`config.mk`:
```
export PLATFORM = sky130hd
export DESIGN_NAME = topk_ctrl_flat
export DESIGN_NICKNAME = d
export VERILOG_FILES = /design/src/rtl/topk_pkg.sv /design/src/rtl/topk_if.sv /design/src/rtl/topk_sorter.sv /design/src/rtl/topk_ctrl.sv /design/src/flat_wrapper.sv
export SDC_FILE = /design/constraint.sdc
export NUM_CORES = 1
export LEC_CHECK = 0
export ABC_AREA = 1
export BUFFER_PORTS_ARGS = -buffer_cell sky130_fd_sc_hd__buf_2
export CORE_MARGIN = 5
export CORE_UTILIZATION = 37
export CTS_BUF_LIST = sky130_fd_sc_hd__clkbuf_4 sky130_fd_sc_hd__clkbuf_8
export DETAILED_ROUTE_END_ITERATION = 7
export GPL_TIMING_DRIVEN = 0
export PLACE_DENSITY = 0.65
export SLEW_MARGIN = 30
export SYNTH_ARGS = -nofsm -noshare
export SYNTH_HDL_FRONTEND = slang
export SYNTH_HIERARCHICAL = 1
export SYNTH_SLANG_ARGS = --single-unit
```
`constraint.sdc`:
```
create_clock -name sink_clk -period 6.3 [get_ports sink_clk]
set_input_delay 0.63 -clock sink_clk [delete_from_list [all_inputs] [get_ports sink_clk]]
set_output_delay 0.63 -clock sink_clk [all_outputs]
set_load 0.05 [all_outputs]
```
`src/rtl/topk_pkg.sv`:
```
// Shared types for the top-K priority buffer.
// Holds the FSM state enum, the slot entry layout and its default widths.
package topk_pkg;

    // Default payload/priority widths; the entry layout below is built from them,
    // so topk_ctrl's width parameters are expected to stay at these values.
    localparam int DATA_W = 10;
    localparam int PRIO_W = 32;

    typedef enum logic {
        FILL  = 1'b0,
        DRAIN = 1'b1
    } state_t;

    typedef struct packed {
        logic [DATA_W-1:0] data;
        logic [PRIO_W-1:0] prio;
        logic              valid;
    } entry_t;

endpackage

```
`src/rtl/topk_if.sv`:
```
// Sink/source streaming bundle for topk_ctrl.
// master drives beats in and accepts entries out; slave is the block side.
interface topk_if
    import topk_pkg::*;
#(
    parameter int DATA_WIDTH = DATA_W,
    parameter int PRIO_WIDTH = PRIO_W
);
    logic                  sink_valid;
    logic                  sink_ready;
    logic [DATA_WIDTH-1:0] sink_data;
    logic [PRIO_WIDTH-1:0] sink_prio;
    logic                  sink_last;

    logic                  source_valid;
    logic                  source_ready;
    logic [DATA_WIDTH-1:0] source_data;
    logic [PRIO_WIDTH-1:0] source_prio;
    logic                  source_last;

    modport master (
        output sink_valid, sink_data, sink_prio, sink_last, source_ready,
        input  sink_ready, source_valid, source_data, source_prio, source_last
    );

    modport slave (
        input  sink_valid, sink_data, sink_prio, sink_last, source_ready,
        output sink_ready, source_valid, source_data, source_prio, source_last
    );
endinterface

```
`src/rtl/topk_sorter.sv`:
```
// Sorted slot array: slot 0 holds the highest priority, ties keep arrival order.
// Ports: clk, reset (sync, active-low), clear, ins + cand, pop, head (slot 0).
module topk_sorter
    import topk_pkg::*;
#(
    parameter int TOT_SIZE = 4
) (
    input  logic   clk,
    input  logic   reset,
    input  logic   clear,
    input  logic   ins,
    input  logic   pop,
    input  entry_t cand,
    output entry_t head
);

    entry_t              slots [TOT_SIZE];
    entry_t              nxt   [TOT_SIZE];
    entry_t              above [TOT_SIZE];
    entry_t              below [TOT_SIZE];
    logic [TOT_SIZE-1:0] take;
    logic [TOT_SIZE-1:0] take_above;

    // Valid slots are contiguous and descending, so take[] is a thermometer:
    // once the candidate beats a slot (or hits an empty one) it beats all
    // later ones. The first set bit is the insertion point; slots after it
    // shift down. A full buffer with no set bit drops the candidate.
    always_comb begin
        for (int i = 0; i < TOT_SIZE; i++) begin
            take[i] = !slots[i].valid || (cand.prio > slots[i].prio);
        end
    end

    always_comb begin
        above[0]      = '0;
        take_above[0] = 1'b0;
        below[TOT_SIZE-1] = '0;
        for (int i = 1; i < TOT_SIZE; i++) begin
            above[i]      = slots[i-1];
            take_above[i] = take[i-1];
        end
        for (int i = 0; i < TOT_SIZE - 1; i++) begin
            below[i] = slots[i+1];
        end
    end

    always_comb begin
        for (int i = 0; i < TOT_SIZE; i++) begin
            nxt[i] = slots[i];
        end
        if (clear) begin
            for (int i = 0; i < TOT_SIZE; i++) begin
                nxt[i] = '0;
            end
        end else if (ins) begin
            for (int i = 0; i < TOT_SIZE; i++) begin
                if (take[i]) begin
                    nxt[i] = take_above[i] ? above[i] : cand;
                end
            end
        end else if (pop) begin
            for (int i = 0; i < TOT_SIZE; i++) begin
                nxt[i] = below[i];
            end
        end
    end

    always_ff @(posedge clk) begin
        if (!reset) begin
            for (int i = 0; i < TOT_SIZE; i++) begin
                slots[i] <= '0;
            end
        end else begin
            for (int i = 0; i < TOT_SIZE; i++) begin
                slots[i] <= nxt[i];
            end
        end
    end

    assign head = slots[0];

endmodule

```
`src/rtl/topk_ctrl.sv`:
```
// Top-K frame buffer: collects a frame keeping the K highest priorities, then drains them.
// Ports: sink_clk, reset (sync, active-low), bus (topk_if.slave), flush, fill_level, drop_count.
module topk_ctrl
    import topk_pkg::*;
#(
    parameter int DATA_WIDTH = DATA_W,
    parameter int PRIO_WIDTH = PRIO_W,
    parameter int TOT_SIZE   = 4,
    localparam int LVL_W     = $clog2(TOT_SIZE + 1)
) (
    input  logic             sink_clk,
    input  logic             reset,
    topk_if.slave            bus,
    input  logic             flush,
    output logic [LVL_W-1:0] fill_level,
    output logic [15:0]      drop_count
);

    state_t state;
    state_t state_nxt;

    entry_t cand;
    entry_t head;

    logic in_fire;
    logic out_fire;
    logic full;
    logic sink_ready;
    logic source_valid;
    logic source_last;

    assign in_fire  = bus.sink_valid && (state == FILL);
    assign out_fire = bus.source_ready && source_valid;
    assign full     = (fill_level == LVL_W'(TOT_SIZE));

    always_comb begin
        cand       = '0;
        cand.data  = bus.sink_data;
        cand.prio  = bus.sink_prio;
        cand.valid = 1'b1;
    end

    // Clear has priority inside the sorter, so a flush cancels a same-cycle
    // insert or pop without extra gating here.
    topk_sorter #(
        .TOT_SIZE (TOT_SIZE)
    ) u_sorter (
        .clk   (sink_clk),
        .reset (reset),
        .clear (flush),
        .ins   (in_fire),
        .pop   (out_fire),
        .cand  (cand),
        .head  (head)
    );

    always_ff @(posedge sink_clk) begin
        if (!reset) begin
            state <= FILL;
        end else begin
            state <= state_nxt;
        end
    end

    always_comb begin
        state_nxt    = state;
        sink_ready   = 1'b0;
        source_valid = 1'b0;
        source_last  = 1'b0;
        unique case (state)
            FILL: begin
                sink_ready = 1'b1;
                if (bus.sink_valid && bus.sink_last) begin
                    state_nxt = DRAIN;
                end
            end
            DRAIN: begin
                source_valid = head.valid;
                source_last  = (fill_level == LVL_W'(1));
                if (bus.source_ready && source_last) begin
                    state_nxt = FILL;
                end
            end
            default: state_nxt = FILL;
        endcase
        if (flush) begin
            state_nxt = FILL;
        end
    end

    // Any beat taken while full costs exactly one entry: either the beat
    // itself or the evicted tail.
    always_ff @(posedge sink_clk) begin
        if (!reset) begin
            fill_level <= '0;
            drop_count <= '0;
        end else if (flush) begin
            fill_level <= '0;
        end else begin
            if (in_fire && !full) begin
                fill_level <= fill_level + LVL_W'(1);
            end else if (out_fire) begin
                fill_level <= fill_level - LVL_W'(1);
            end
            if (in_fire && full && (drop_count != 16'hFFFF)) begin
                drop_count <= drop_count + 16'd1;
            end
        end
    end

    assign bus.sink_ready   = sink_ready;
    assign bus.source_valid = source_valid;
    assign bus.source_last  = source_last;
    assign bus.source_data  = head.data;
    assign bus.source_prio  = head.prio;

endmodule

```
`src/flat_wrapper.sv`:
```
// flat-port wrapper written by rule: the top's interface ports become plain ports
module topk_ctrl_flat import topk_pkg::*;
#(
    parameter int DATA_WIDTH = DATA_W,
    parameter int PRIO_WIDTH = PRIO_W,
    parameter int TOT_SIZE   = 4,
    localparam int LVL_W     = $clog2(TOT_SIZE + 1)
)
  (sink_clk, reset, flush, fill_level, drop_count, bus_sink_valid, bus_sink_data, bus_sink_prio, bus_sink_last, bus_source_ready, bus_sink_ready, bus_source_valid, bus_source_data, bus_source_prio, bus_source_last);
  topk_if #(.DATA_WIDTH(DATA_WIDTH), .PRIO_WIDTH(PRIO_WIDTH)) bus_i ();
  input  logic sink_clk;
  input  logic reset;
  input  logic flush;
  output logic [LVL_W-1:0] fill_level;
  output logic [15:0] drop_count;
  input wire logic [$bits(bus_i.sink_valid)-1:0] bus_sink_valid;
  input wire logic [$bits(bus_i.sink_data)-1:0] bus_sink_data;
  input wire logic [$bits(bus_i.sink_prio)-1:0] bus_sink_prio;
  input wire logic [$bits(bus_i.sink_last)-1:0] bus_sink_last;
  input wire logic [$bits(bus_i.source_ready)-1:0] bus_source_ready;
  output wire logic [$bits(bus_i.sink_ready)-1:0] bus_sink_ready;
  output wire logic [$bits(bus_i.source_valid)-1:0] bus_source_valid;
  output wire logic [$bits(bus_i.source_data)-1:0] bus_source_data;
  output wire logic [$bits(bus_i.source_prio)-1:0] bus_source_prio;
  output wire logic [$bits(bus_i.source_last)-1:0] bus_source_last;
  assign bus_i.sink_valid = bus_sink_valid;
  assign bus_i.sink_data = bus_sink_data;
  assign bus_i.sink_prio = bus_sink_prio;
  assign bus_i.sink_last = bus_sink_last;
  assign bus_i.source_ready = bus_source_ready;
  assign bus_sink_ready = bus_i.sink_ready;
  assign bus_source_valid = bus_i.source_valid;
  assign bus_source_data = bus_i.source_data;
  assign bus_source_prio = bus_i.source_prio;
  assign bus_source_last = bus_i.source_last;
  topk_ctrl #(.DATA_WIDTH(DATA_WIDTH), .PRIO_WIDTH(PRIO_WIDTH), .TOT_SIZE(TOT_SIZE)) u_core (.sink_clk(sink_clk), .reset(reset), .bus(bus_i), .flush(flush), .fill_level(fill_level), .drop_count(drop_count));
endmodule
```
==> results of run 1 <==
==> routing by layer <==
metal  up-vias  wire length [um]  GRT usage [%]
met2       513             21320          36.56
met1      6654             20710          28.99
met4         8              1222          7.011
met5         -                42              0
met3        85              3597          4.522
li1       7339                 -              -
==> registers in the layout, indices dropped and copies added (netlist names) <==
name and cells:
u_core/drop_count 16, u_core/u_sorter/slots 172, u_core/fill_level 3, u_core/state 1
==> worst reg2reg max path, stage by stage (launching register included) <==
cell and delay [ps]:
dfxtp_1 370, inv_1 80, ha_1 300, nand2_1 120, nor2_1 60, nor3_1 340, nand2_1 150, a21oi_1 330
nand2_1 100, nand2_1 150, nand2_4 130, nand2_2 130, clkbuf_1 540, nand2_1 100, nand2_1 100, a21oi_1 60
==> layout make-up <==
cell class,count,area share (%)
plain buffers,168,6.065
repair buffers,112,3.596
flip-flops and latches,192,24.55
multi-input cells,1603,53.16
diodes,2,0.03196
well taps,511,4.083
clock inverters,12,1.470
clock buffers,20,1.678
inverters,224,5.370
==> Yosys cell counts, types with 2 or more instances <==
cell        n
nor4_2      2
ha_1      133
nor2_1     90
o21a_1      5
nand4_1    11
nor3_1      5
clkbuf_1   65
buf_4      47
buf_6      14
nand2_2     7
nor2_2      3
nand3_1   238
dfxtp_1   192
nand2_1   662
buf_1      13
a21o_1      4
buf_2      29
xor2_1      2
a21oi_1   248
o21ai_0   137
nand3b_1   42
inv_1     223
nand2_4     4
==> power breakdown <==
group          switching, mW  internal [mW]
clock network          0.488          0.535
logic                  0.439          0.210
registers             0.0177           1.25
==> worst paths after layout <==
| path | endpoint | depth (start not counted) | startpoint |
|---|---|---|---|
| worst max-delay path | u_core/u_sorter/slots[0][49] | 15 | u_core/u_sorter/slots[0][32] |
| worst min-delay path | u_core/state | 3 | bus_sink_last |
| worst max register to register | u_core/u_sorter/slots[0][49] | 15 | u_core/u_sorter/slots[0][32] |
| worst min register to register | u_core/u_sorter/slots[0][168] | 2 | u_core/u_sorter/slots[0][168] |
==> through the flow <==
step | area, sq um | instances | utilization, % | setup slack, ps
floorplan | 13960 | 2187 | - | 4050
global placement | 15150 | 2809 | 40.42 | 2615
detailed placement | 15160 | 2810 | 40.44 | 2792
CTS | 15650 | 2842 | 41.76 | 3145
global route | 15660 | 2843 | 41.76 | 2939
finish | 15660 | 2844 | 41.77 | 3110
==> kinds of logic (layout without fill, tap and decap cells) <==
kind of cell	count (synthesis)	after routing
buf+inv	392	536
flops	192	192
simple gates	1069	1069
compound gates	397	397
fa+ha+maj	133	133
other cells	1	3
xor+xnor	3	3
==> summary.txt, run 1 <==
Floorplan
  – Die width: 204.2 um
  – Core Area: 0.03749 sq mm
  – DIE AREA: 0.04171 sq mm
  – Chip Height: 204.2 um
  – Starting Density: 37.23%
  – # rows: 71
  – I/O pin cnt: 112

Placed design
  – GPL Wtd Cong: 0.9065
  – PortBufs: 111
  – Detailed placement HPWL: 35510 um

Finish
  – NumNets Final: 2499
  – Multi-input gate area: 0.008324 sq mm
  – Area delta synth->final: 12.19%
  – Seq. cell area: 0.003844 sq mm
  – Most frequent cells in the layout: nand2_1 (662), a21oi_1 (248), nand3_1 (238)
  – Fill cells: 4016
  – Ratio of cells with drive above 1 in the final layout: 11.03%
  – Most common cell after layout, fill and taps aside: nand2_1

Logic synthesis
  – Top cell type's share of synthesized area: 27.54%
  – Area leader, netlist: dfxtp_1
  – Fraction of registers with async set/reset: 0%
  – Area share of fa/ha/maj cells after synthesis: 11.92%
  – EDFF count, synth: 0
  – Synthesized Nets: 2368
  – Syn avg cell area: 6.382 sq um
  – Largest family of logic cells by synthesized area: simple AND/OR/NAND/NOR gates
  – Synth area leaders: dfxtp_1 (28%), nand2_1 (18%), ha_1 (12%), a21oi_1 (8.9%), nand3_1 (8.5%)
  – Post-Synth XOR/XNOR Area: 0.1883%
  – Post-synthesis simple-gate area fraction: 33.00%
  – #FFs+latches synth: 192
  – Most used DFF post-synth: dfxtp_1
  – Mapped Area: 0.01396 sq mm
  – Multiplexer area fraction after synthesis: 0%
  – Post-synthesis cell type count: 34
  – Post-synthesis sequential area ratio: 27.54%
  – Synth warn: 6
  – Syn Inst Count: 2187
  – Synth Area in Compound Gates: 14.50%

Setup path
  – CP delay by family, top: simple AND/OR/NAND/NOR gates
  – Crit-path most repeated cell: nand2_1
  – Critical Path, Cell by Cell: inv_1 > ha_1 > nand2_1 > nor2_1 > nor3_1 > nand2_1 > a21oi_1 > nand2_1 > nand2_1 > nand2_4 > nand2_2 > clkbuf_1 > nand2_1 > nand2_1 > a21oi_1
  – Kind of critical path: reg2reg
  – Crit path max fanout: 10
  – CP required: 6690 ps
  – Critical Path Sink Type: flip-flop
  – Max incr delay on CP: 540 ps
  – FF-to-FF setup slack: 3110 ps
  – Critical-path top delay cell: clkbuf_1
  – Crit start category: flip-flop
  – CP arrival: 3580 ps
  – WP buf/inv: 2

Global routing
  – Grt ovf: 0
  – Vias in the first global route: 13940
  – First-pass GRT wire length: 73990 um
  – GRT Util Overall: 22.10%
  – Pin count of the biggest net entering global routing: 17
  – Antenna violations before repair: 6

Detailed routing
  – DR vias/cell: 5.133
  – Post-route ant nets: 0
  – Post-route DRC: 0
  – Initial DRC count: 1192
  – Drt first pass iters: 6
  – Routed wire per std cell: 16.49 um
  – WL final: 46890 um
  – Total number of vias: 14600

Min path
  – Hold/Removal Path Class: in2reg

Timing
  – Pins over their slew limit: 0
  – RSZ-0062 raised after global routing: no
  – Slew headroom: 34.52%
  – Setup TNS: 0 ps
  – Layout Skew: 22.02 ps
  – Fin crit period: 3190 ps
  – Fmax achieved: 0.3135 GHz
  – Final setup viols: 0
  – Final worst-path cycle share: 50.63%
  – Slew @ Worst Pin: 982.1 ps
  – Final hold vios: 0
  – Hold Worst Slack: 367.9 ps

Clock network
  – H-tree depth: 4
  – CTS hold repair buffers: 0
  – CTS tree: yes
  – Root buf cell: clkbuf_8
  – Max clock buf depth: 2
  – Gates resized, CTS repair: 0
  – Clk_lat worst skew: 510 ps
  – Total setup buffers inserted after CTS: 0
  – CTS sink count: 192
  – Clock slew at reported path FFs: 110 ps
  – CTS Buf Count: 17

Power and ir drop
  – PnR Total Power: 2.937 mW
  – Pwr dens: 187.6 mW/mm^2
  – Peak VDD IR: 0.1398 mV
  – Leak Pwr: 7.365 nW

Flow run
  – Maxcap violations: 0

Status
  – Status: completed
(Power assumes the default switching activity.)
==> inputs of run 2 (changes only) <==
- clock period: 6.3 -> 3.34 ns (I/O delays scaled with it)
==> run 2 against run 1 <==
Net effect:
- routed wire length hardly changed
- sequential share of layout area hardly changed
- final cell count stayed put
- non-clock buffer count stayed put
==> summary.txt, run 2 (same netlist as run 1, synthesis figures left out) <==
Status
  – Status: completed (unchanged)

Timing
  – Fmax achieved: 0.3196 GHz (was 0.3135 GHz)
  – RSZ-0062 raised after global routing: no (unchanged)
  – Slew @ Worst Pin: 998.8 ps (was 982.1 ps)
  – Final WS setup: 210.6 ps (was 3110 ps)
  – Layout Skew: 20.85 ps (was 22.02 ps)
  – Slew headroom: 33.42% (was 34.52%)
  – Final setup viols: 0 (unchanged)
  – Final hold vios: 0 (unchanged)
  – Fin crit period: 3129 ps (was 3190 ps)
  – Final worst-path cycle share: 93.69% (was 50.63%)
  – Pins over their slew limit: 0 (unchanged)

Power and ir drop
  – Pwr dens: 353.9 mW/mm^2 (was 187.6 mW/mm^2)
  – Leak Pwr: 7.368 nW (was 7.365 nW)
  – Sw Pwr: 1.785 mW (was 0.9449 mW)
  – Seq pwr share: 43.0% (was 43.1%)
  – Clock network fraction of design power: 34.9% (was 34.8%)
  – Peak VDD IR: 0.2670 mV (was 0.1398 mV)
  – Combinational power share: 22.1% (about the same)
  – P_int: 3.757 mW (was 1.992 mW)
  – Sw Share: 32.21% (was 32.17%)
  – PnR Total Power: 5.542 mW (was 2.937 mW)

Floorplan
  – Chip Height: 204.2 um (unchanged)
  – I/O pin cnt: 112 (unchanged)
  – Core Area: 0.03749 sq mm (unchanged)
  – Die width: 204.2 um (unchanged)
  – Starting Density: 37.23% (unchanged)
  – # rows: 71 (unchanged)
  – DIE AREA: 0.04171 sq mm (unchanged)

Setup path
  – Critical-path top delay cell: clkbuf_1 (unchanged)
  – CP arrival: 3520 ps (was 3580 ps)
  – CP required: 3730 ps (was 6690 ps)
  – Crit path max fanout: 10 (unchanged)
  – Reg2Reg Depth: 14 (was 15)
  – Crit start category: flip-flop (unchanged)
  – Crit-path most repeated cell: nand2_1 (unchanged)
  – Max incr delay on CP: 650 ps (was 540 ps)
  – Critical Path Sink Type: flip-flop (unchanged)
  – Critical Path, Cell by Cell: inv_1 > ha_1 > nand2_1 > nor2_2 > nand2_1 > nor4_2 > nand2_1 > nand2_1 > nand2_1 > nand2_4 > clkbuf_1 > nand2_1 > nand2_1 > a21oi_1 (was inv_1 > ha_1 > nand2_1 > nor2_1 > nor3_1 > nand2_1 > a21oi_1 > nand2_1 > nand2_1 > nand2_4 > nand2_2 > clkbuf_1 > nand2_1 > nand2_1 > a21oi_1)
  – Kind of critical path: reg2reg (unchanged)

Detailed routing
  – Top layer in use: met5 (unchanged)
  – WL met3: 3420 um (was 3597 um)
  – Post-route ant nets: 0 (unchanged)
  – Routed wire per std cell: 16.47 um (was 16.49 um)
  – WL final: 46850 um (was 46890 um)
  – Total number of vias: 14630 (was 14600)
  – Initial DRC count: 1173 (was 1192)
  – Drt first pass iters: 5 (was 6)
  – Post-route DRC: 0 (unchanged)
  – DR vias/cell: 5.143 (was 5.133)
  – Metal-1 WL: 20790 um (was 20710 um)
  – Met2 Wirelength: 21420 um (was 21320 um)

Placed design
  – Cells after DPL: 2810 (unchanged)
  – Post-placement worst setup slack: 128.4 ps (was 2792 ps)
  – Detailed placement HPWL: 35510 um (unchanged)
  – GPL Wtd Cong: 0.9065 (unchanged)
  – Post-DP Area: 0.01516 sq mm (unchanged)
  – PortBufs: 111 (unchanged)

Finish
  – Largest registers: u_core/u_sorter/slots (172), u_core/drop_count (16), u_core/fill_level (3) (unchanged)
  – NumNets Final: 2499 (unchanged)
  – Most common cell after layout, fill and taps aside: nand2_1 (unchanged)
  – Finished Core Util: 41.77% (about the same)
  – Post-Layout Inst Area: 0.01566 sq mm (about the same)
  – Seq. cell area: 0.003844 sq mm (unchanged)
  – Area delta synth->final: 12.20% (was 12.19%)
  – Ratio of cells with drive above 1 in the final layout: 11.07% (was 11.03%)
  – Most frequent cells in the layout: nand2_1 (662), a21oi_1 (248), nand3_1 (238) (unchanged)
  – Top reg by flops: u_core/u_sorter/slots (unchanged)
  – Fill cells: 4015 (was 4016)
  – Max reg flops: 172 (unchanged)
  – Layout Cells excl Fill: 2844 (unchanged)
  – Multi-input gate area: 0.008324 sq mm (unchanged)

Clock network
  – CTS tree: yes (unchanged)
  – Clock slew at reported path FFs: 110 ps (about the same)
  – Clk_lat worst skew: 510 ps (about the same)
  – CTS Buf Count: 17 (unchanged)
  – H-tree depth: 4 (unchanged)
  – Root buf cell: clkbuf_8 (unchanged)
  – CTS sink count: 192 (unchanged)
  – Max clock buf depth: 2 (unchanged)
  – CTS hold repair buffers: 0 (unchanged)

Min path
  – Hold Path Stages: 3 (unchanged)
  – Hold/Removal Path Class: in2reg (unchanged)

Flow run
  – Maxcap violations: 0 (unchanged)

Global routing
  – Grt ovf: 0 (unchanged)
  – Vias in the first global route: 13940 (unchanged)
  – Antenna violations before repair: 6 (unchanged)
  – GRT Util Overall: 22.10% (unchanged)
  – First-pass GRT wire length: 73990 um (unchanged)
  – Pin count of the biggest net entering global routing: 17 (unchanged)
-- run 2: path summary, 6_finish.rpt --
| kind | slack (ps) | to | start |
|---|---|---|---|
| worst max-delay path | 210 | u_core/u_sorter/slots[0][66] | u_core/u_sorter/slots[0][32] |
| worst min-delay path | 70 | u_core/state | bus_sink_last |
| worst max register to register | 210 | u_core/u_sorter/slots[0][66] | u_core/u_sorter/slots[0][32] |
| worst min register to register | 490 | u_core/u_sorter/slots[0][168] | u_core/u_sorter/slots[0][168] |
-- run 2: repair_timing --
item                       CTS  global route
buffers inserted             0             0
setup endpoints to repair    0             3
resized for setup            0             2
-- run 2: routing by layer --
metal / vias to the layer above / GRT usage [%]
li1: 7341 / -
met1: 6703 / 28.99
met2: 502 / 36.56
met3: 74 / 4.522
met4: 8 / 7.011
met5: - / 0
-- run 2: final cells by class --
type                    count  area share, %
plain buffers             168          6.072
inverters                 224          5.369
well taps                 511          4.083
diodes                      2        0.03196
clock buffers              20          1.678
flip-flops and latches    192          24.54
repair buffers            112          3.595
clock inverters            12          1.470
multi-input cells        1603          53.16
-- run 2: power groups by stage --
stage / Sequential (mW) / Clock (mW) / Combinational [mW]
after floorplan: 2.44 / 0 / 0.825
after global placement: 2.44 / 0 / 1.18
after detailed placement: 2.44 / 0 / 1.20
after CTS: 2.38 / 1.97 / 1.21
after global routing: 2.39 / 2.06 / 1.37
final: 2.39 / 1.93 / 1.22
-- run 2: stage by stage --
stage / setup TNS (ps) / hold WS, ps
finish: 0 / 67.65
global route: 0 / 57.22
CTS: 0 / 38.39
detailed placement: 0 / 472.2
global placement: -108.1 / 466.9
floorplan: 0 / 458.4
-- run 2: critical path, delay by kind of cell, from the launching register on --
| family | cells | cell delay (ps) |
|---|---|---|
| AOI/OAI and AO/OA | 1 | 60 |
| adders and majority gates | 1 | 290 |
| and+or+nand+nor | 10 | 1540 |
| buffers and inverters | 2 | 730 |
| DFF | 1 | 370 |
